`config.mk`:
```
export PLATFORM = sky130hd
export DESIGN_NAME = msg_intf_mc
export DESIGN_NICKNAME = d
export VERILOG_FILES = /design/src/rtl/msg_intf_mc.sv
export SDC_FILE = /design/constraint.sdc
export NUM_CORES = 1
export LEC_CHECK = 0
export CELL_PAD_IN_SITES_DETAIL_PLACEMENT = 1
export CELL_PAD_IN_SITES_GLOBAL_PLACEMENT = 2
export CORE_AREA = 2 2 533 535
export DETAILED_ROUTE_END_ITERATION = 8
export DIE_AREA = 0 0 535 537
export PLACE_DENSITY = 0.52
export SLEW_MARGIN = 20
export SYNTH_ARGS = -nofsm -noshare
export SYNTH_HDL_FRONTEND = slang
export SYNTH_SLANG_ARGS = --single-unit
```
`constraint.sdc`:
```
create_clock -name clk -period 7.3 [get_ports clk]
set_input_delay 0.73 -clock clk [delete_from_list [all_inputs] [get_ports clk]]
set_output_delay 0.73 -clock clk [all_outputs]
set_load 0.03 [all_outputs]
```
`src/rtl/msg_intf_mc.sv`:
```
// msg_intf_mc - layer-engine message interface, multi-channel.
//
// Takes SAP execute requests (header + variable-length flit stream) from the
// receive message queue, assembles them into a command buffer, dispatches the
// command to one of C_NUM_CH engine channels and returns a completion carrying
// a status code to the send message queue.
//
// Ports:
//   clk, rst                  clock, asynchronous active-low reset
//   cmd_valid/type/length/
//   initiator/id              request header from the receive queue
//   cmd_data_valid/ready/data flit stream
//   cmd_done                  one-cycle pulse, pops the header from the queue
//   cpl_*                     completion towards the send queue
//   out_valid/accept          one-hot per-channel dispatch handshake
//   out_data/out_nflits       assembled command (flit 0 in LSBs), flit count
module msg_intf_mc #(
    parameter int unsigned C_FLIT_WIDTH    = 128,
    parameter int unsigned C_MAX_FLITS     = 8,
    parameter int unsigned C_NUM_CH        = 2,
    parameter logic [7:0]  C_TYPE_EXEC_REQ = 8'h10,
    parameter logic [7:0]  C_TYPE_EXEC_CPL = 8'h11
) (
    input  logic                                  clk,
    input  logic                                  rst,
    input  logic                                  cmd_valid,
    input  logic [7:0]                            cmd_type,
    input  logic [9:0]                            cmd_length,
    input  logic [15:0]                           cmd_initiator,
    input  logic [9:0]                            cmd_id,
    input  logic                                  cmd_data_valid,
    output logic                                  cmd_data_ready,
    input  logic [C_FLIT_WIDTH-1:0]               cmd_data,
    output logic                                  cmd_done,
    output logic                                  cpl_valid,
    input  logic                                  cpl_ready,
    output logic [7:0]                            cpl_type,
    output logic [15:0]                           cpl_target,
    output logic [9:0]                            cpl_id,
    output logic [6:0]                            cpl_error,
    output logic [C_FLIT_WIDTH-1:0]               cpl_data,
    output logic [C_NUM_CH-1:0]                   out_valid,
    input  logic [C_NUM_CH-1:0]                   out_accept,
    output logic [C_MAX_FLITS*C_FLIT_WIDTH-1:0]   out_data,
    output logic [$clog2(C_MAX_FLITS+1)-1:0]      out_nflits
);

    localparam int unsigned BPF   = C_FLIT_WIDTH / 8;
    // ceil(1023 / 1) still fits: the drain path needs the unclamped count.
    localparam int unsigned NF_W  = 11;
    localparam int unsigned ONW   = $clog2(C_MAX_FLITS + 1);
    localparam int unsigned BUF_W = C_MAX_FLITS * C_FLIT_WIDTH;

    typedef enum logic [4:0] {
        S_IDLE  = 5'b00001,
        S_LOAD  = 5'b00010,
        S_DRAIN = 5'b00100,
        S_DISP  = 5'b01000,
        S_CPL   = 5'b10000
    } state_t;

    state_t             state_q, state_d;
    logic [BUF_W-1:0]   buf_q, buf_d;
    logic [NF_W-1:0]    nflits_q, nflits_d;
    logic [NF_W-1:0]    cnt_q, cnt_d;
    logic [15:0]        init_q, init_d;
    logic [9:0]         id_q, id_d;
    logic [6:0]         err_q, err_d;
    logic [7:0]         ch_q, ch_d;
    logic               cmd_done_q, cmd_done_d;

    logic [NF_W-1:0]    nflits_in;
    logic               type_bad, len_bad, hdr_take, flit_hs, last_flit, ch_bad;

    assign nflits_in = NF_W'((32'(cmd_length) + BPF - 1) / BPF);
    assign type_bad  = (cmd_type != C_TYPE_EXEC_REQ);
    assign len_bad   = (cmd_length == '0) || (nflits_in > NF_W'(C_MAX_FLITS));
    // The header stays visible while cmd_done is in flight; ignore it for
    // that one cycle so the same request is not taken twice.
    assign hdr_take  = (state_q == S_IDLE) && cmd_valid && !cmd_done_q;
    assign flit_hs   = cmd_data_valid && cmd_data_ready;
    assign last_flit = flit_hs && ((cnt_q + NF_W'(1)) == nflits_q);
    assign ch_bad    = ({1'b0, cmd_data[7:0]} >= 9'(C_NUM_CH));

    // ------------------------------------------------------------------
    // State and datapath registers
    // ------------------------------------------------------------------
    always_ff @(posedge clk or negedge rst) begin
        if (!rst) begin
            state_q    <= S_IDLE;
            buf_q      <= '0;
            nflits_q   <= '0;
            cnt_q      <= '0;
            init_q     <= '0;
            id_q       <= '0;
            err_q      <= '0;
            ch_q       <= '0;
            cmd_done_q <= 1'b0;
        end else begin
            state_q    <= state_d;
            buf_q      <= buf_d;
            nflits_q   <= nflits_d;
            cnt_q      <= cnt_d;
            init_q     <= init_d;
            id_q       <= id_d;
            err_q      <= err_d;
            ch_q       <= ch_d;
            cmd_done_q <= cmd_done_d;
        end
    end

    // ------------------------------------------------------------------
    // Next state
    // ------------------------------------------------------------------
    always_comb begin
        state_d = state_q;
        unique case (state_q)
            S_IDLE:  if (hdr_take) state_d = (type_bad || len_bad) ? S_DRAIN : S_LOAD;
            S_LOAD:  if (last_flit) state_d = (err_d != '0) ? S_CPL : S_DISP;
            S_DRAIN: if ((cnt_q == nflits_q) || last_flit) state_d = S_CPL;
            S_DISP:  if (|(out_valid & out_accept)) state_d = S_CPL;
            S_CPL:   if (cpl_ready) state_d = S_IDLE;
            default: state_d = S_IDLE;
        endcase
    end

    // ------------------------------------------------------------------
    // Datapath updates
    // ------------------------------------------------------------------
    always_comb begin
        buf_d      = buf_q;
        nflits_d   = nflits_q;
        cnt_d      = cnt_q;
        init_d     = init_q;
        id_d       = id_q;
        err_d      = err_q;
        ch_d       = ch_q;
        cmd_done_d = (state_q == S_CPL) && cpl_ready;

        if (hdr_take) begin
            init_d   = cmd_initiator;
            id_d     = cmd_id;
            nflits_d = nflits_in;
            cnt_d    = '0;
            buf_d    = '0;
            ch_d     = '0;
            err_d    = type_bad ? 7'd1 : (len_bad ? 7'd2 : 7'd0);
        end

        // Drained flits only advance the counter; they never touch the buffer.
        if (flit_hs) begin
            cnt_d = cnt_q + NF_W'(1);
            if (state_q == S_LOAD) begin
                for (int unsigned i = 0; i < C_MAX_FLITS; i++) begin
                    if (cnt_q == NF_W'(i))
                        buf_d[i*C_FLIT_WIDTH +: C_FLIT_WIDTH] = cmd_data;
                end
                if (cnt_q == '0) begin
                    ch_d = cmd_data[7:0];
                    if (ch_bad) err_d = 7'd3;
                end
            end
        end
    end

    // ------------------------------------------------------------------
    // Outputs
    // ------------------------------------------------------------------
    always_comb begin
        cmd_data_ready = (state_q == S_LOAD) ||
                         ((state_q == S_DRAIN) && (cnt_q != nflits_q));
        cpl_valid      = (state_q == S_CPL);
        cpl_type       = cpl_valid ? C_TYPE_EXEC_CPL : 8'h00;
        cpl_data       = '0;
        cpl_data[7:0]  = cnt_q[7:0];
        out_valid      = '0;
        for (int unsigned c = 0; c < C_NUM_CH; c++)
            out_valid[c] = (state_q == S_DISP) && (ch_q == 8'(c));
    end

    assign cmd_done   = cmd_done_q;
    assign cpl_target = init_q;
    assign cpl_id     = id_q;
    assign cpl_error  = err_q;
    assign out_data   = buf_q;
    assign out_nflits = nflits_q[ONW-1:0];

endmodule

```
==> results.toml, run 1 <==
[run_status]
status = "complete, no violations"

[yosys]
synth-simple-area-share_pct = 24.9
synth-seq-area-share_pct = 60.6
synthFlopType = "dfrtp_1"
syn_area_per_cell_um2 = 8.88
syn_area_um2 = 45000
synthTopCellsByCount = "nand2_1 (2,140), dfrtp_1 (1,088), nand3_1 (521)"
synthArstFlopShare_pct = 100
postSynthCellCount = 5066
ys_top_cells_by_area = "dfrtp_1 (61%), nand2_1 (18%), nand3_1 (5.8%)"
synth_top_area_cell = "dfrtp_1"
synth_fa_ha_area_share_pct = 0.111
synth_compound_area_share_pct = 6.68
yosysMostFrequentCell = "nand2_1"
ys_warn_count = 0
synth_seq_cells = 1089
yosysUniqueCellTypes = 53
synth_top_family_by_area = "simple AND/OR/NAND/NOR gates"
synthMuxAreaShare_pct = 0.0918
synth-xor-area-share_pct = 0.370
synth_edf_count = 0
synth_top_area_share_pct = 60.5

[timing]
worst_pin_slew_ps = 1230
fmaxAchievable_mhz = 244
fin_crit_ps = 4100
setup_violations = 0
rsz0062_at_grt = "false"
slew_headroom_pct = 18.2
finalHoldViolations = 0
drv_slew = 0
period_share_pct = 56.2
hold-worst-slack_ps = 468
skew_ps = 39.6
tns_ps = 0

[grt]
grt_pass1_vias = 40900
grt_first_pass_wirelength_mm = 347
overflow = 0
grt_start_max_net_pins = 172
antenna_found_initial = 16
track_usage_pct = 17.0

[clocking]
clkTransAtPathRegs_ps = 50
cts.path.max_buffers = 4
root_buffer = "clkbuf_16"
clkLatencyLatePin_ps = 820
htree_levels = 4
cts_tree = "built"
cts_buffers = 151
cts_sinks = 1089
post_cts_buffers = 0

[critical_path]
crit_type = "flop to output port"
critPathMaxFanout = 2
reg2reg_depth = 7
cp_num_buf_inv = 1
arrival_ps = 3370
startpoint = "ch_q[3]"
endpoint = "out_valid[0]"
crit_chain = "or4_1 > nor4_1 > nand3_1 > nor2_1 > clkdlybuf4s50_1"
path_delay_family = "simple AND/OR/NAND/NOR gates"
rr_startpoint = "state_q[3]"
r2r-end = "out_data[447]"
crit_required_ps = 6570
cp_num_cells = 5
r2r_setup_slack_ps = 3430
crit_path_max_incr_delay_ps = 700
cp-start-kind = "flop"
crit_path_end_kind = "output port"
slowest_stage = "clkdlybuf4s50_1"

[detailed_routing]
viasPerCell = 3.98
wire_per_inst_um = 25.4
drc = 0
detail-route-antenna-nets = 0
wirelength_mm = 252
drtIter0Drc = 2111
first_pass_iters = 5
vias = 39400

[cells_and_area]
area_growth_pct = 44.8
nets = 6225
layout-drive-gt1-share_pct = 4.88
final_core_util_pct = 23.1
layout.cells.non_filler = 9899
fill_cells = 32500

[die]
die_y_um = 537
io_pins = 1381
dieArea_um2 = 287000
die_width_um = 535
core_um2 = 281000
rows = 195
start_util_pct = 16.0

[power_and_ir_drop]
leakage_nw = 29.2
power.density_nw_per_um2 = 242
ir_drop_uv = 179

[place]
portBuffers = 1254
dpl.cell_count = 9630
place.gp.congestion = 0.785
dpl.hpwl_mm = 176

[flow_run]
cap_viol_max_count = 0

[worst_hold_path]
min_path_type = "input port to flop"
==> stage by stage <==
step                      area (µm²)  worst slack [ps]  power [mW]
after floorplan                45400              4740        7.53
after global placement         60300              3270        8.53
after detailed placement       60300              3160        8.52
after CTS                      65100              3020        16.1
after global routing           65100              2970        16.4
final                          65100              3200        15.7
==> metal layers <==
layer,vias up,global-route usage [%],part of all wire (%)
met1,20000,21.1,43
met5,-,0,0
li1,17900,-,-
met3,253,5.19,7.6
met2,1225,28.0,47
met4,0,5.08,2.9
==> registers in the layout (all words and copies together) (netlist names) <==
name	cells
ch_q	8
cmd_done	1
cnt_q	11
cpl_error	7
cpl_id	10
cpl_target	16
nflits_q	7
out_data	1024
state_q	5
==> where the power goes <==
group	internal, mW	switching [mW]
sequential	6.14	0.0944
combinational	0.433	1.68
clock	4.36	3.04
total	10.9	4.82
==> layout make-up <==
type	count	area, µm²	area share (%)
repair buffers	1325	13400	20.5
clock buffers	235	4450	6.83
well taps	3743	4680	7.19
clock inverters	25	329	0.505
multi-input cells	3469	15000	23.0
flip-flops and latches	1089	27300	41.9
inverters	6	22.5	0.0346
diodes	7	17.5	0.0269
==> tightest hold or removal path, stage by stage <==
cell,delay (ps)
clkdlybuf4s50_1,390
nand2_1,60
nand2_1,40
==> how the worst min path moves through the flow <==
stage                   startpoint        endpoint  slack, ps  cells past startpoint
floorplan                      rst         ch_q[0]        430                      0
global placement    cpl_target[12]  cpl_target[12]        460                      2
detailed placement   cpl_target[8]   cpl_target[8]        470                      2
CTS                      cmd_id[5]       cpl_id[5]        370                      3
global route             cmd_id[5]       cpl_id[5]        410                      3
finish                   cmd_id[5]       cpl_id[5]        470                      3
==> cell families (layout without fill, tap and decap cells) <==
logic type                 after synthesis  after routing
AOI/OAI and AO/OA                      571            571
xor gates and xnor gates                19             19
adders and majority gates                4              4
buffers and inverters                  633           1591
DFF                                   1089           1089
muxes                                    4              4
other                                    1            133
and+or+nand+nor                       2745           2745
==> cells in the final DEF, fill, tap and decap left out, types with 5 or more instances in the layout <==
master,n
nand2_1,2136
a21oi_1,5
and3_1,7
nor4_1,6
nand3_1,521
bufinv_16,5
clkbuf_16,155
or3_1,6
o21ai_1,182
nor3_1,7
buf_4,48
clkinv_2,10
clkbuf_8,27
inv_1,6
diode_2,7
dfrtp_1,1088
nor2_1,10
o21ai_0,343
conb_1,126
clkbuf_1,53
xor2_1,8
buf_12,21
clkdlybuf4s50_1,1253
xnor2_1,11
or4_1,7
a22o_1,18
==> repair_timing <==
action,CTS,global route
resized for setup,0,0
endpoints found under the hold margin,49,0
hold buffers,1,0
Power figures use the tool's default switching activity.
==> run 2, diff against run 1 <==
--- a/config.mk
+++ b/config.mk
@@ -7,9 +7,9 @@
 export LEC_CHECK = 0
 export CELL_PAD_IN_SITES_DETAIL_PLACEMENT = 1
 export CELL_PAD_IN_SITES_GLOBAL_PLACEMENT = 2
-export CORE_AREA = 2 2 533 535
+export CORE_AREA = 2 2 541 543
 export DETAILED_ROUTE_END_ITERATION = 8
-export DIE_AREA = 0 0 535 537
+export DIE_AREA = 0 0 543 545
 export PLACE_DENSITY = 0.52
 export SLEW_MARGIN = 20
 export SYNTH_ARGS = -nofsm -noshare
==> constraint.sdc (replaced) <==
create_clock -name clk -period 3.3 [get_ports clk]
set_input_delay 0.33 -clock clk [delete_from_list [all_inputs] [get_ports clk]]
set_output_delay 0.33 -clock clk [all_outputs]
set_load 0.03 [all_outputs]
==> run 2 against run 1 <==
Net effect:
- clock power up 120%
- register-to-register slack worse by 3100 ps
- sequential cell count unchanged
- critical path depth unchanged
- routed wire length up 1.7%
- sequential power up 120%
- worst hold slack worse by 390 ps
- setup slack worse by 3100 ps
- design area up 2.6%
- combinational power up 140%
- first-iteration DRC count up 7.4%
- largest cell class unchanged
==> results.toml, run 2 (synthesis gave the netlist of run 1 again) <==
[detailed_routing]
viasPerCell = 3.93
wire_per_inst_um = 25.1
drtIter0Drc = 2267
vias = 40000
first_pass_iters = 5
wirelength_mm = 256
drc = 0
detail-route-antenna-nets = 0

[die]
die_width_um = 543
die_y_um = 545
start_util_pct = 15.5
dieArea_um2 = 296000
core_um2 = 290000
io_pins = 1381
rows = 198

[timing]
fmaxAchievable_mhz = 314
tns_ps = 0
drv_slew = 0
skew_ps = 31.7
worst_pin_slew_ps = 1060
finalHoldViolations = 0
rsz0062_at_grt = "false"
period_share_pct = 96.6
slew_headroom_pct = 29.0
fin_crit_ps = 3190
setup_ws_ps = 112
hold-worst-slack_ps = 79.1
setup_violations = 0

[cells_and_area]
multi_input_area_um2 = 15000
mostFrequentLayoutCells = "nand2_1 (2,135), clkdlybuf4s50_1 (1,248), dfrtp_1 (1,087)"
nets = 6356
layout.cells.non_filler = 10200
area_growth_pct = 48.6
largest_reg_flops = 1024
seqCellArea_um2 = 27300
layout_commonest_cell = "nand2_1"
fill_cells = 33400
layout-drive-gt1-share_pct = 6.80

[clocking]
htree_levels = 4
cts_sinks = 1089
cts_buffers = 150
root_buffer = "clkbuf_16"
cts_tree = "built"
clkTransAtPathRegs_ps = 60
post_cts_buffers = 0
clkLatencyLatePin_ps = 820
cts.path.max_buffers = 4

[critical_path]
cp_num_buf_inv = 1
critPathMaxFanout = 8
crit_chain = "or4_1 > or4_1 > o21ai_2 > nand2_2 > clkbuf_4"
crit_path_end_kind = "output port"
arrival_ps = 2860
rr_startpoint = "cnt_q[9]"
r2r-end = "out_data[942]"
crit_path_max_incr_delay_ps = 580
crit_type = "flop to output port"
crit_required_ps = 2970
reg2reg_depth = 8
r2r_setup_slack_ps = 370
path_delay_family = "simple AND/OR/NAND/NOR gates"
cp-start-kind = "flop"
path_common_cell = "or4_1"
slowest_stage = "or4_1"

[power_and_ir_drop]
clockPowerShare_pct = 46.3
p_int_mw = 24.3
ir_drop_uv = 352
power.density_nw_per_um2 = 525
finalPower_mw = 35.1
p_seq_share_pct = 39.2
swShare_pct = 30.8
p_sw_mw = 10.8
combPwrFrac_pct = 14.5
leakage_nw = 30.1

[place]
dpl.cell_count = 9904
place_ws_ps = 287
place.gp.congestion = 0.784
dpl.hpwl_mm = 185
portBuffers = 1254

[grt]
grt_pass1_vias = 41500
track_usage_pct = 16.7
grt_start_max_net_pins = 100
antenna_found_initial = 20
overflow = 0
grt_first_pass_wirelength_mm = 352

[worst_hold_path]
min_path_type = "input port to flop"
whs_endpoint = "cpl_target[9]"
hp-start = "cmd_initiator[9]"
min_delay_path_depth = 3

[run_status]
status = "complete, no violations"

[flow_run]
cap_viol_max_count = 0
[run 2: cell count changes in the layout (fill, tap and decap cells not counted), sizes merged, moves of 3 or more]
| cell | previous run | this run |
|---|---|---|
| buf | 71 | 189 |
| clkdlybuf4s50 | 1253 | 1248 |
| clkbuf | 235 | 232 |
| dlygate4sd3 | 1 | 17 |
| inv | 10 | 14 |
| diode | 7 | 3 |
[run 2: per-layer routing]
metal | global-route usage [%] | share of wire [%]
met3 | 5.24 | 8.1
met5 | 0 | 0
met1 | 20.7 | 42
met2 | 28.0 | 47
met4 | 4.50 | 2.7
[run 2: cell type report]
type,instances,share of cell area [%]
Antenna cell,3,0.0112
Tap cell,3900,7.30
Sequential cell,1089,40.8
Clock inverter,27,0.436
Inverter,6,0.0337
Multi-Input combinational cell,3469,22.4
Clock buffer,231,6.66
Timing Repair Buffer,1457,22.3
[run 2: metrics by stage]
stage / utilization [%] / area (µm²)
floorplan: - / 45400
global placement: 21.3 / 61900
detailed placement: 21.3 / 61900
CTS: 23.0 / 66800
global route: 23.0 / 66800
finish: 23.0 / 66800
[run 2: worst max-delay path by stage]
stage	start	endpoint	cells after the start
2_1_floorplan	cnt_q[7]	cnt_q[2]	8
5_1_grt	ch_q[3]	out_valid[1]	5
3_5_place_dp	state_q[3]	out_data[948]	8
3_3_place_gp	cmd_valid	state_q[3]	7
4_1_cts	cnt_q[9]	cmd_data_ready	5
6_report	cnt_q[9]	cmd_data_ready	5
[run 2: power by group through the flow]
| stage | Combinational (mW) | Sequential [mW] | Clock [mW] |
|---|---|---|---|
| 6_report | 5.08 | 13.8 | 16.3 |
| 5_1_grt | 5.47 | 13.8 | 17.3 |
| 4_1_cts | 5.23 | 13.8 | 16.8 |
| 3_5_place_dp | 5.20 | 14.0 | 0 |
| 3_3_place_gp | 5.21 | 14.0 | 0 |
| 2_1_floorplan | 2.42 | 14.2 | 0 |
[run 2: worst min-delay path, cell delays in order]
cell,delay [ps]
clkdlybuf4s50_1,400
nand2_1,60
nand2_1,40
[run 2: repair_timing]
item	CTS	global route
hold buffers	17	0
endpoints found under the hold margin	57	0
gates resized for setup	6	8
setup endpoints to repair	3	4
